### src/rtl/cpu_pkg.sv
// Shared pipeline constants: datapath width, register-address width, PC register index.
package cpu_pkg;
  localparam int CPU_DATA_W = 32;
  localparam int CPU_REG_AW = 4;
  localparam int PC_REG     = 15;
endpackage

### src/rtl/mem_wb_stage_if.sv
// Memory-to-writeback stage bus: memory-stage inputs, hazard controls, writeback outputs.
interface mem_wb_stage_if
  import cpu_pkg::*;
#(
  parameter int DATA_W = CPU_DATA_W,
  parameter int REG_AW = CPU_REG_AW
);
  logic [DATA_W-1:0] ALUResultM;
  logic [DATA_W-1:0] ReadDataM;
  logic [REG_AW-1:0] WA3M;
  logic              RegWriteM;
  logic              MemtoRegM;
  logic              ValidM;
  logic              StallW;
  logic              FlushW;
  logic [REG_AW-1:0] RA1E;
  logic [REG_AW-1:0] RA2E;
  logic [DATA_W-1:0] ResultW;
  logic [REG_AW-1:0] WA3W;
  logic              RegWriteW;
  logic              PCWriteW;
  logic              FwdAW;
  logic              FwdBW;
  logic [31:0]       RetiredW;

  modport master (
    output ALUResultM, ReadDataM, WA3M, RegWriteM, MemtoRegM, ValidM,
    output StallW, FlushW, RA1E, RA2E,
    input  ResultW, WA3W, RegWriteW, PCWriteW, FwdAW, FwdBW, RetiredW
  );

  modport slave (
    input  ALUResultM, ReadDataM, WA3M, RegWriteM, MemtoRegM, ValidM,
    input  StallW, FlushW, RA1E, RA2E,
    output ResultW, WA3W, RegWriteW, PCWriteW, FwdAW, FwdBW, RetiredW
  );
endinterface

### src/rtl/pipe_reg.sv
// Generic pipeline register with load enable and clear; clear beats enable, reset beats both.
module pipe_reg #(
  parameter int W = 8
) (
  input  logic         clk,
  input  logic         reset,
  input  logic         en,
  input  logic         clr,
  input  logic [W-1:0] d,
  output logic [W-1:0] q
);
  always_ff @(posedge clk) begin
    if (reset)     q <= '0;
    else if (clr)  q <= '0;
    else if (en)   q <= d;
  end
endmodule

### src/rtl/mem_wb_stage.sv
// Writeback stage: one-cycle register from memory stage, result select, forward compare, retire count.
module mem_wb_stage
  import cpu_pkg::*;
#(
  parameter int DATA_W = CPU_DATA_W,
  parameter int REG_AW = CPU_REG_AW
) (
  input  logic           clk,
  input  logic           reset,
  mem_wb_stage_if.slave  bus
);
  localparam int W = 2 * DATA_W + REG_AW + 3;
  localparam logic [REG_AW-1:0] PC_IDX = REG_AW'(PC_REG);

  logic [W-1:0]      stage_d;
  logic [W-1:0]      stage_q;
  logic [DATA_W-1:0] alu_q;
  logic [DATA_W-1:0] rdata_q;
  logic [REG_AW-1:0] wa3_q;
  logic              regwrite_q;
  logic              memtoreg_q;
  logic              valid_q;
  logic              reg_write;
  logic [31:0]       retired_q;

  assign stage_d = {bus.ALUResultM, bus.ReadDataM, bus.WA3M,
                    bus.RegWriteM, bus.MemtoRegM, bus.ValidM};
  assign {alu_q, rdata_q, wa3_q, regwrite_q, memtoreg_q, valid_q} = stage_q;

  pipe_reg #(.W(W)) u_stage (
    .clk   (clk),
    .reset (reset),
    .en    (~bus.StallW),
    .clr   (bus.FlushW),
    .d     (stage_d),
    .q     (stage_q)
  );

  assign reg_write     = valid_q & regwrite_q;
  assign bus.ResultW   = memtoreg_q ? rdata_q : alu_q;
  assign bus.WA3W      = wa3_q;
  assign bus.RegWriteW = reg_write;
  assign bus.PCWriteW  = reg_write & (wa3_q == PC_IDX);
  // R15 reads are served by the PC path, never by the writeback forward.
  assign bus.FwdAW     = reg_write & (wa3_q == bus.RA1E) & (bus.RA1E != PC_IDX);
  assign bus.FwdBW     = reg_write & (wa3_q == bus.RA2E) & (bus.RA2E != PC_IDX);

  // An instruction retires on the edge it leaves the stage, so a stalled one counts once.
  always_ff @(posedge clk) begin
    if (reset)
      retired_q <= '0;
    else if (valid_q & ~bus.StallW & ~bus.FlushW)
      retired_q <= retired_q + 32'd1;
  end

  assign bus.RetiredW = retired_q;
endmodule

### src/flat_wrapper.sv
// flat-port wrapper written by rule: the top's interface ports become plain ports
module mem_wb_stage_flat import cpu_pkg::*;
#(
  parameter int DATA_W = CPU_DATA_W,
  parameter int REG_AW = CPU_REG_AW
)
  (clk, reset, bus_ALUResultM, bus_ReadDataM, bus_WA3M, bus_RegWriteM, bus_MemtoRegM, bus_ValidM, bus_StallW, bus_FlushW, bus_RA1E, bus_RA2E, bus_ResultW, bus_WA3W, bus_RegWriteW, bus_PCWriteW, bus_FwdAW, bus_FwdBW, bus_RetiredW);
  mem_wb_stage_if #(.DATA_W(DATA_W), .REG_AW(REG_AW)) bus_i ();
  input  logic clk;
  input  logic reset;
  input wire logic [$bits(bus_i.ALUResultM)-1:0] bus_ALUResultM;
  input wire logic [$bits(bus_i.ReadDataM)-1:0] bus_ReadDataM;
  input wire logic [$bits(bus_i.WA3M)-1:0] bus_WA3M;
  input wire logic [$bits(bus_i.RegWriteM)-1:0] bus_RegWriteM;
  input wire logic [$bits(bus_i.MemtoRegM)-1:0] bus_MemtoRegM;
  input wire logic [$bits(bus_i.ValidM)-1:0] bus_ValidM;
  input wire logic [$bits(bus_i.StallW)-1:0] bus_StallW;
  input wire logic [$bits(bus_i.FlushW)-1:0] bus_FlushW;
  input wire logic [$bits(bus_i.RA1E)-1:0] bus_RA1E;
  input wire logic [$bits(bus_i.RA2E)-1:0] bus_RA2E;
  output wire logic [$bits(bus_i.ResultW)-1:0] bus_ResultW;
  output wire logic [$bits(bus_i.WA3W)-1:0] bus_WA3W;
  output wire logic [$bits(bus_i.RegWriteW)-1:0] bus_RegWriteW;
  output wire logic [$bits(bus_i.PCWriteW)-1:0] bus_PCWriteW;
  output wire logic [$bits(bus_i.FwdAW)-1:0] bus_FwdAW;
  output wire logic [$bits(bus_i.FwdBW)-1:0] bus_FwdBW;
  output wire logic [$bits(bus_i.RetiredW)-1:0] bus_RetiredW;
  assign bus_i.ALUResultM = bus_ALUResultM;
  assign bus_i.ReadDataM = bus_ReadDataM;
  assign bus_i.WA3M = bus_WA3M;
  assign bus_i.RegWriteM = bus_RegWriteM;
  assign bus_i.MemtoRegM = bus_MemtoRegM;
  assign bus_i.ValidM = bus_ValidM;
  assign bus_i.StallW = bus_StallW;
  assign bus_i.FlushW = bus_FlushW;
  assign bus_i.RA1E = bus_RA1E;
  assign bus_i.RA2E = bus_RA2E;
  assign bus_ResultW = bus_i.ResultW;
  assign bus_WA3W = bus_i.WA3W;
  assign bus_RegWriteW = bus_i.RegWriteW;
  assign bus_PCWriteW = bus_i.PCWriteW;
  assign bus_FwdAW = bus_i.FwdAW;
  assign bus_FwdBW = bus_i.FwdBW;
  assign bus_RetiredW = bus_i.RetiredW;
  mem_wb_stage #(.DATA_W(DATA_W), .REG_AW(REG_AW)) u_core (.clk(clk), .reset(reset), .bus(bus_i));
endmodule
### config.mk
export PLATFORM = sky130hd
export DESIGN_NAME = mem_wb_stage_flat
export DESIGN_NICKNAME = d
export VERILOG_FILES = /design/src/rtl/cpu_pkg.sv /design/src/rtl/mem_wb_stage_if.sv /design/src/rtl/pipe_reg.sv /design/src/rtl/mem_wb_stage.sv /design/src/flat_wrapper.sv
export SDC_FILE = /design/constraint.sdc
export NUM_CORES = 1
export LEC_CHECK = 0
export BUFFER_PORTS_ARGS = -buffer_cell sky130_fd_sc_hd__buf_4
export CORE_MARGIN = 5
export CORE_UTILIZATION = 40
export CTS_BUF_LIST = sky130_fd_sc_hd__clkbuf_8
export DETAILED_ROUTE_END_ITERATION = 8
export PLACE_DENSITY_LB_ADDON = 0.25
export SYNTH_ARGS = -nofsm -noshare
export SYNTH_HDL_FRONTEND = slang
export SYNTH_SLANG_ARGS = --single-unit
export TNS_END_PERCENT = 30
### constraint.sdc
create_clock -name clk -period 2.3 [get_ports clk]
set_clock_uncertainty 0.2 [all_clocks]
set_input_delay 0 -clock clk [delete_from_list [all_inputs] [get_ports clk]]
set_output_delay 0 -clock clk [all_outputs]
set_load 0.02 [all_outputs]
======== After elaboration in Yosys (flattened, before gate mapping) ========
Cells that the tools add are included.
word-level totals
  register bits after elaboration ......... 103
  input bits .............................. 83
  output and inout port bits .............. 72
  word-level logic and storage cells ...... 20
cells by class
  add/subtract/negate cells ............... 1
  eq/ne operators ......................... 5
  multiplexer cells ....................... 1
  bitwise gates (word level) .............. 10
  reduce and logical (&&, ||, !) cells .... 1
operator list
  cell                     count
  $add A32 B1 Y32 const B  1
  $mux W32                 1
  $and A1 B1 Y1            8
  $eq A4 B4 Y1             2
  $ne A4 B4 Y1 const B     2
  $eq A4 B4 Y1 const B     1
  $not A1 Y1               2
  $reduce_or A2 Y1         1

======== Longest topological paths before layout ========
  depth after elaboration ................. 3
  mapped depth ............................ 8
  depth with buffers taken out ............ 5

======== By module ========
A second synthesis with hierarchy kept.
unflattened totals
  cells, all modules ...................... 461
  area, all modules ....................... 4,613.2 µm²
modules (own cells, without submodules)
  module        instances  cells each  area an instance (µm²)  seq. area each (µm²)
  pipe_reg      1          230         2,581.2                 1,421.4
  mem_wb_stage  1          231         2,031.9                 640.6

======== Least setup slack after synthesis ========
Ideal clock, no wire load.
  path kind ............................... flip-flop to flip-flop
  start ................................... register u_core.retired_q[0] (netlist: u_core.bus.RetiredW[0])
  end ..................................... register u_core.retired_q[20] (netlist: u_core.bus.RetiredW[20])
  setup time .............................. 0.070 ns
  arrival time ............................ 2.164 ns
  required time ........................... 2.030 ns
  slack ................................... -0.134 ns
  stages on the path, launching flop included .. 8
  buffers on the path ..................... 2
  period minus slack after synthesis ...... 2.434 ns
  cell sequence ........................... dfxtp_1 -> ha_1 -> nand4bb_1 -> clkbuf_1 -> or4_1 -> clkbuf_1 -> or4_1 -> a21oi_1
between the ends
  cells in the longest elaborated chain, start to end .. 1
RTL lines
  item                    RTL line            source
  start, declared         mem_wb_stage.sv:24  logic [31:0] retired_q;
  start signal, assigned  mem_wb_stage.sv:53  retired_q <= retired_q + 32'd1;
  $add A32 B1 Y32         mem_wb_stage.sv:53
No other way between the ends.
A chain may end at the register's enable or synchronous reset.

======== Worst setup path in the final report ========
  start ................................... register u_core.retired_q[1] (netlist: u_core.bus.RetiredW[1])
  end ..................................... register u_core.retired_q[20] (netlist: u_core.bus.RetiredW[20])
Same word-level chain as after synthesis.

==> results.yml <==
worst_setup_path:
  crit_fanout: 16
  cp-end-kind: "flop"
  crit_required_ps: 2390
  crit_arrival_ps: 2330
  path_class: "reg2reg"
  startpoint_type: "flop"
clock_tree:
  clkTransAtPathRegs_ps: 100
  clk_path_buf_depth: 2
  cts_inserted_buffers: 9
  clock_latency_ps: 350
  h-tree-depth: 3
  clockRootBuffer: "clkbuf_8"
  cts_tree: "done"
  clock_sinks: 103
synth:
  synth_cell_types: 30
  synth_fp_nets: 552
  syn-cell-area_um2: 4500
  ys_async_sr_fraction_pct: 0
  synthFlopType: "dfxtp_1"
  synth_cells: 468
  synth_enable_flop_cells: 0
  yosysSeqAreaShare_pct: 45.9
  yosysWarnings: 0
  synth-seq-cells: 103
  syn_avg_cell_area_um2: 9.61
floorplanning:
  die_w_um: 116
  io_pins: 155
  fp-row-count: 38
  start_util_pct: 41.1
  die-area_um2: 13500
  die-height_um: 116
  core_area_um2: 10900
sta:
  tns_ps: 0
  grt_setup_unrepaired: "true"
  setup_viol: 0
  hold_viol: 0
  clock.fmax_ghz: 0.448
  min_period_ps: 2230
  maxSlewViolCount: 0
  fin_hold_ws_ps: 35.9
  tightestPinTransition_ps: 1190
  period_share_pct: 97.1
  slew_headroom_pct: 20.6
power:
  powerDensity_nw_per_um2: 497
  vdd_ir_drop_max_mv: 0.393
  finalPower_w: 0.00340
  pwr-share-comb_pct: 14.5
  switching_share_pct: 24.3
  p_int_w: 0.00257
  power.share.sequential_pct: 54.3
  p_sw_w: 0.000824
  power.leakage_nw: 2.97
  pwr-share-clk_pct: 31.1
cells_and_area:
  nFillCells: 900
  final_cell_mix: "buf_4 (172), dfxtp_1 (96), nor2_1 (84), dlygate4sd3_1 (76), mux2i_1 (71)"
  final_common_cell: "buf_4"
  stdcell_area_um2: 6830
  syn_to_final_growth_pct: 51.9
  layout.nets: 778
  n_antenna_cell: 0
  drive_above_1_share_pct: 34.0
detailed_routing:
  route.detailed.drc: 0
  wl_per_cell_um: 14.9
  wirelength_mm: 12.5
  num_vias: 4220
  firstDrtPassIters: 4
  via_per_inst: 5.03
  drt_iter0_markers: 274
  drtAntennaViolNets: 0
outcome:
  run_status: "finished clean"
placement:
  gp_congestion: 0.799
  dp_hpwl_mm: 8.16
  io_buffers: 154
  place_area_um2: 5840
job:
  drv_cap: 0
global_route:
  antenna_found_initial: 0
  grt_pass1_wl_mm: 19.6
  grt_max_degree: 73
  overflow: 0
  grt_pass1_vias: 4217
  grt_use_total_pct: 18.0
hold_path:
  worstHoldPathType: "in2reg"
power groups by stage:
stage | combinational (W) | sequential, W | clock, W
detailed placement | 0.000388 | 0.00189 | 0
global placement | 0.000379 | 0.00188 | 0
CTS | 0.000492 | 0.00185 | 0.00111
finish | 0.000494 | 0.00185 | 0.00106
global route | 0.000531 | 0.00185 | 0.00119
floorplan | 0.000214 | 0.00188 | 0
flip-flops by register name, summed over array words and instances, names as in the netlist:
register / flops
u_core.bus.RetiredW: 32
u_core.u_stage.q: 71
synthesized netlist by cell type (all sizes together), types with 10 or more instances:
cell type | instances | area (µm²)
mux2i | 71 | 711
or4 | 16 | 124
dfxtp | 103 | 2060
o31ai | 13 | 97.6
nand4 | 10 | 62.6
clkbuf | 29 | 110
nand2 | 13 | 48.8
mux2 | 32 | 360
nor2 | 84 | 315
xnor2 | 16 | 140
a21oi | 23 | 115
worst max-delay path, stage by stage, from the launching register on:
cell and delay (ps):
dfxtp_4 370, ha_1 130, nand4bb_1 130, or4_4 500, buf_6 170, or4_1 510, a21oi_1 160
worst paths after layout:
| check | startpoint | end | slack, ps | cells past startpoint |
|---|---|---|---|---|
| min reg2reg | u_core.bus.RetiredW[31]$_SDFFE_PP0P_ | u_core.bus.RetiredW[31]$_SDFFE_PP0P_ | 290 | 2 |
| min | bus_StallW | u_core.bus.RetiredW[5]$_SDFFE_PP0P_ | 40 | 6 |
| max | u_core.bus.RetiredW[1]$_SDFFE_PP0P_ | u_core.bus.RetiredW[20]$_SDFFE_PP0P_ | 70 | 6 |
| max reg2reg | u_core.bus.RetiredW[1]$_SDFFE_PP0P_ | u_core.bus.RetiredW[20]$_SDFFE_PP0P_ | 70 | 6 |
timing repair:
| action | 4_1_cts | 5_1_grt |
|---|---|---|
| endpoints found under the setup margin | 0 | 12 |
| hold buffers | 76 | 0 |
| resized for setup | 0 | 7 |
| buffers inserted | 0 | 4 |
| endpoints found under the hold margin | 103 | 0 |
cells by family (layout without fill, tap and decap cells):
kind of cell / Yosys count / after routing / share of synthesized area, %
DFF: 103 / 103 / 45.9
buffers and inverters: 45 / 276 / 4.20
AOI/OAI and AO/OA: 45 / 45 / 5.82
xor gates and xnor gates: 17 / 17 / 3.31
adders and majority gates: 1 / 1 / 0.278
muxes: 103 / 103 / 23.8
and+or+nand+nor: 154 / 154 / 16.7
metal layers:
metal  vias to the layer above  track usage (%)  routed length (µm)
met5                         -                0                   0
met4                         0             5.49                 242
met3                        24             6.11                 892
met2                       118             32.8                6480
met1                      1994             19.8                4890
li1                       2084                -                   -
through the flow:
step	util, %	setup slack (ps)	cells
5_1_grt	62.5	-10.7	839
3_5_place_dp	53.4	59.9	743
6_report	62.5	66.4	839
4_1_cts	62.0	28.6	835
2_1_floorplan	-	16.3	468
3_3_place_gp	53.4	70.4	743
area by class of cell:
cell class | count | area [µm²] | area share, %
clock inverter | 5 | 31.3 | 0.458
multi-input combinational | 320 | 2260 | 33.1
clock buffer | 11 | 151 | 2.22
timing repair buffer | 251 | 2100 | 30.8
inverter | 9 | 33.8 | 0.494
tap | 140 | 175 | 2.56
sequential | 103 | 2080 | 30.4
Power figures use the tool's default switching activity.
